===== src/rtl/seq_det_sched.sv =====
// Round-robin scheduler sharing one serial sequence detector among NREQ requesters.
// Frames are shifted MSB-first; the hit count is returned tagged with the requester index.
module seq_det_sched #(
  parameter int NREQ  = 4,
  parameter int WIDTH = 8,
  parameter int CNTW  = 4,
  localparam int IDW  = $clog2(NREQ),
  localparam int BW   = $clog2(WIDTH)
) (
  input  logic                    clk,
  input  logic                    rst,
  input  logic [NREQ-1:0]         req,
  input  logic [NREQ*WIDTH-1:0]   req_data,
  output logic [NREQ-1:0]         gnt,
  output logic                    det_clr,
  output logic                    det_vld,
  output logic                    det_din,
  input  logic                    det_hit,
  output logic                    done,
  output logic [IDW-1:0]          done_id,
  output logic [CNTW-1:0]         match_cnt
);

  typedef enum logic [1:0] {IDLE, LOAD, SHIFT, DONE} state_t;

  state_t            state, state_nx;
  logic [IDW-1:0]    ptr, idx, sel_idx, cand;
  logic              sel_found;
  logic [WIDTH-1:0]  frame, sel_data;
  logic [BW-1:0]     bitidx;
  logic [CNTW-1:0]   cnt, cnt_nx;

  // Search starts just above the last-served index, so it gets lowest priority.
  always_comb begin
    sel_found = 1'b0;
    sel_idx   = '0;
    cand      = '0;
    for (int unsigned i = 1; i <= NREQ; i++) begin
      cand = IDW'((32'(ptr) + i) % 32'(NREQ));
      if (!sel_found && req[cand]) begin
        sel_found = 1'b1;
        sel_idx   = cand;
      end
    end
  end

  always_comb begin
    sel_data = '0;
    for (int unsigned i = 0; i < NREQ; i++) begin
      if (sel_idx == IDW'(i)) sel_data = req_data[i*WIDTH +: WIDTH];
    end
  end

  always_comb begin
    cnt_nx = cnt;
    if (det_hit && cnt != '1) cnt_nx = cnt + 1'b1;
  end

  always_ff @(posedge clk or negedge rst) begin
    if (!rst) state <= IDLE;
    else      state <= state_nx;
  end

  always_comb begin
    state_nx = state;
    gnt      = '0;
    det_clr  = 1'b0;
    det_vld  = 1'b0;
    det_din  = 1'b0;
    done     = 1'b0;
    case (state)
      IDLE:  if (sel_found) state_nx = LOAD;
      LOAD: begin
        gnt[idx] = 1'b1;
        det_clr  = 1'b1;
        state_nx = SHIFT;
      end
      SHIFT: begin
        det_vld = 1'b1;
        det_din = frame[bitidx];
        if (bitidx == '0) state_nx = DONE;
      end
      DONE: begin
        done     = 1'b1;
        state_nx = IDLE;
      end
      default: state_nx = IDLE;
    endcase
  end

  // Result is registered on the bit-0 cycle so it is already valid during DONE.
  always_ff @(posedge clk or negedge rst) begin
    if (!rst) begin
      ptr       <= IDW'(NREQ - 1);
      idx       <= '0;
      frame     <= '0;
      bitidx    <= '0;
      cnt       <= '0;
      match_cnt <= '0;
      done_id   <= '0;
    end else begin
      case (state)
        IDLE: if (sel_found) begin
          idx   <= sel_idx;
          ptr   <= sel_idx;
          frame <= sel_data;
        end
        LOAD: begin
          cnt    <= '0;
          bitidx <= BW'(WIDTH - 1);
        end
        SHIFT: begin
          cnt    <= cnt_nx;
          bitidx <= bitidx - 1'b1;
          if (bitidx == '0) begin
            match_cnt <= cnt_nx;
            done_id   <= idx;
          end
        end
        default: ;
      endcase
    end
  end

endmodule


===== config.mk =====
export PLATFORM = sky130hd
export DESIGN_NAME = seq_det_sched
export DESIGN_NICKNAME = d
export VERILOG_FILES = /design/src/rtl/seq_det_sched.sv
export SDC_FILE = /design/constraint.sdc
export NUM_CORES = 1
export LEC_CHECK = 0
export CAP_MARGIN = 20
export CORE_AREA = 5 5 68 100
export DETAILED_ROUTE_END_ITERATION = 8
export DIE_AREA = 0 0 73 105
export SYNTH_ARGS = -nofsm -noshare
export SYNTH_HDL_FRONTEND = slang
export SYNTH_SLANG_ARGS = --single-unit

===== constraint.sdc =====
create_clock -name clk -period 2.3 [get_ports clk]
set_input_delay 0.69 -clock clk [delete_from_list [all_inputs] [get_ports clk]]
set_output_delay 0.69 -clock clk [all_outputs]
set_load 0.02 [all_outputs]

# Yosys cells after proc, flatten, opt, wreduce, memory -nomap -nowiden
# Cells that the tools add are included.
# op_classes
reduce_logical,15
addsub,6
n_mux,35
order_cmp,7
n_eq_ne,9
# op_table
op,count
$mux W8,4
$lt A2 B3 Y1 const B,5
$mux W1,14
$mux W2,6
$bmux W1 S2,4
$eq A2 B2 Y1 const B,4
$mux W4,2
$pmux W2 S4,1
$pmux W4 S2,1
$pmux W3 S2,1
$reduce_and A2 Y1,3
$logic_and A1 B1 Y1,5
$add A2 B1 Y2 const B,2
$add A2 B2 Y2 const B,2
$add A4 B1 Y4 const B,1
$eq A2 B1 Y1 const B,2
$logic_not A2 Y1,2
$lt A3 B4 Y1 const B,1
$ne A2 B2 Y1 const B,2
$ne A4 B4 Y1 const B,1
$bmux W1 S3,1
$logic_not A1 Y1,3
$logic_not A3 Y1,1
$sub A3 B1 Y3 const B,1
3 further kinds,3
# word_totals
out_inout_bits,14
ff_bits,27

# Longest topological paths before layout
# logic_depth
word_depth,18
mapped_depth,7
ltp_nobuf,6

# Worst setup path after synthesis
# OpenSTA, ideal clock, no wires.
# synth_timing
kind,register to output
from,reg state[0]
to,out det_din
path_stages_with_launch,5
setup_slack_ns,0.205
arrival_time_ns,1.405
required_time_ns,1.610
path_cell_list,dfrtp_1 -> inv_1 -> ha_1 -> clkbuf_1 -> nor2b_1
# synth_between
elab_chain_cells,2
# synth_rtl
item,line_no,rtl
start: declaration,26,"state_t state, state_nx;"
start signal: assignment,61,else state <= state_nx;
$eq A2 B2 Y1,71,case (state)
$mux W1,71,
end: declaration,17,"output logic det_din,"
# No other way between the ends.

# Worst setup path in the final report
# layout_timing
from,reg bitidx[0]
to,out det_din
# layout_between
elab_chain_cells,3
# layout_rtl
item,line_no,rtl
start: declaration,30,logic [BW-1:0] bitidx;
start signal: assignment,110,bitidx <= BW'(WIDTH - 1);
start signal: assignment,114,bitidx <= bitidx - 1'b1;
$bmux W1 S3,80,det_din = frame[bitidx];
$mux W1 (implied by the code),80,
$mux W1,71,
# No other way between the ends. The select of a mux whose other input is x is not followed.

==> results.cfg <==
[status]
run_status = finished clean

[placement]
post-dp-hpwl_um = 3390
place_area_um2 = 2400
place_congestion = 0.828
portBuffers = 52

[synthesis]
syn_area_um2 = 1680
ys_seq_area_frac = 0.404
synth_nets = 225
synth_edf_count = 0
synthFlopType = dfrtp_1
ys_seq_elements = 27
syn_avg_cell_area_um2 = 9.42
synth_top_area_cell = dfrtp_1
yosys.area.top_type_share = 0.373
synthCells = 178
postSynth.asyncResetShare = 1.00
yosysWarnings = 0
ys_types = 39
synth_area_leaders = dfrtp_1, mux2i_1, ha_1

[critical_path]
r2r_slack_ns = 0.41
rr_startpoint = ptr[1]
crit_fanout = 3
start_kind = flip-flop
required_ns = 1.61
cp.arrival_ns = 1.56
r2r-end = frame[5]
cp-endpoint = det_din
cp-end-kind = primary output
reg2reg_depth = 6
crit_path_start = bitidx[0]
worst-setup-path-type = flip-flop to primary output

[clock_tree]
path_clk_slew_ns = 0.09
cts-root-buf = clkbuf_8
cts_tree = built
cts_max_level = 1
cts-buffers-inserted = 3
cts_buffer_depth = 2
cts.sinks = 27
clkLatencyLatePin_ns = 0.27

[grt]
grt_pass1_wl_um = 7270
grt_max_degree = 28
grt_pass1_vias = 1639
grtUsageTotal = 0.117
grt-ovfl-total = 0
antenna_found_initial = 0

[power_and_ir_drop]
p_total_mw = 2.58
max-vdd-ir-drop_uv = 457
power.internal_mw = 1.48
comb_power_share = 0.587
pwr_density_cell_nw_per_um2 = 987
sequentialPowerShare = 0.307
netSwitchingFraction = 0.425
net-switching-power_mw = 1.10
leakagePower_nw = 1.14
pwr-share-clk = 0.106

[timing]
finalMaxSlewViolations = 0
setup_violations = 0
grt_setup_unrepaired = true
clock-skew-final_ns = 0.00469
holdWs_ns = 0.497
finalCriticalPeriod_ns = 2.25
worstMarginPinSlew_ns = 0.368
max_clock_freq_mhz = 445
hold_violations = 0
slew_headroom = 0.753
post-route-period-util = 0.977

[die]
ios = 53
design.core.area_um2 = 5790
die_h_um = 105
dieArea_um2 = 7670
start_util = 0.290
die_w_um = 73
row_count = 34

[flow_run]
maxCapViolations = 0

[route]
drt-initial-drc-count = 56
routed_wl_um = 4330
drtAntennaViolNets = 0
wl_per_cell_um = 13.6
drcViolationCount = 0
vias = 1525
first_pass_iters = 4
avgViaCountPerCell = 4.80

[layout]
synthToLayoutAreaGrowth_pct = 55.7
final_common_cell = clkdlybuf4s50_1
nets = 294
stdcell_area_um2 = 2610
drive_above_1_share = 0.236
layout_common_cells = clkdlybuf4s50_1, dfrtp_1, nand2_1, buf_4, nor2_1
antenna_cells = 0
fill_cells = 584

[worst_hold_path]
hold_path_class = flip-flop to flip-flop
## registers in the layout, indices dropped and copies added, names as in the netlist
signal and flops:
bitidx 3, done_id 2, idx 2, match_cnt 4, state 2, ptr 2
frame 8, cnt 4
## critical path, cell delays in order (launching register included)
cell and delay (ns):
dfrtp_2 0.41, mux4_2 0.51, mux2i_1 0.15, nor2b_1 0.06
buf_4 0.15
## per-stage QoR
step                      std cells   util  setup WS (ns)  setup TNS [ns]
after floorplan                 178      -          0.205               0
after global placement          314  0.415         -0.403           -2.69
after detailed placement        314  0.415         -0.391           -3.06
after CTS                       318  0.430        -0.0162         -0.0163
after global routing            318  0.451        -0.0408         -0.0748
final                           318  0.451         0.0520               0
## kinds of logic (layout without fill, tap and decap cells)
| group | count (synthesis) | in the layout | share of synthesized area |
|---|---|---|---|
| and+or+nand+nor | 72 | 72 | 0.214 |
| muxes | 16 | 16 | 0.113 |
| DFF | 27 | 27 | 0.404 |
| xor gates and xnor gates | 2 | 2 | 0.0104 |
| buffers and inverters | 14 | 82 | 0.0336 |
| adders and majority gates | 8 | 8 | 0.0597 |
| AOI/OAI and AO/OA | 39 | 39 | 0.165 |
## cell type report
type,instances,area (µm²),share of cell area
multi-input cells,137,1110,0.425
flip-flops and latches,27,679,0.260
repair buffers,72,663,0.254
well taps,72,90.1,0.0345
clock buffers,3,41.3,0.0158
inverters,6,22.5,0.00862
clock inverters,1,5.00,0.00192
## per-layer routing
layer / up-vias / share of wire / global-route usage
met5: - / 0 / 0
met4: 0 / 0.013 / 0.0356
met3: 5 / 0.042 / 0.0163
met2: 33 / 0.54 / 0.220
met1: 708 / 0.41 / 0.129
li1: 779 / - / -
## Yosys cell counts, drive strengths merged (2+ instances only)
cell / n
and2: 2
mux2: 3
nor3b: 4
a2111oi: 8
ha: 8
o22ai: 2
nor3: 8
xnor2: 2
nor2b: 2
nand2b: 5
a31oi: 2
dfrtp: 25
clkbuf: 5
nor2: 19
o21ai: 8
dfstp: 2
mux4: 2
a21oi: 6
nand3: 3
a21o: 2
mux2i: 11
nand2: 21
buf: 3
a211oi: 8
inv: 6
## how the worst min path moves through the flow
stage / startpoint / to / slack (ns) / depth (start not counted)
2_1_floorplan: rst / bitidx[0] / 0.39 / 0
3_3_place_gp: match_cnt[0] / match_cnt[0] / 0.46 / 2
3_5_place_dp: match_cnt[3] / match_cnt[3] / 0.48 / 2
4_1_cts: match_cnt[3] / match_cnt[3] / 0.50 / 2
5_1_grt: done_id[1] / done_id[1] / 0.54 / 1
6_report: match_cnt[3] / match_cnt[3] / 0.50 / 2
## power groups by stage
stage	clock network, mW	logic, mW	registers (mW)
after floorplan	0	0.848	0.760
after global placement	0	1.34	0.789
after detailed placement	0	1.36	0.792
after CTS	0.281	1.40	0.786
after global routing	0.294	1.68	0.823
final	0.273	1.51	0.791
## timing repair
item / in CTS / in global routing
setup endpoints to repair: 15 / 11
setup buffers: 0 / 0
hold buffers: 0 / 0
pin swaps: 0 / 0
gates resized for setup: 25 / 27
(Power assumes the default switching activity.)
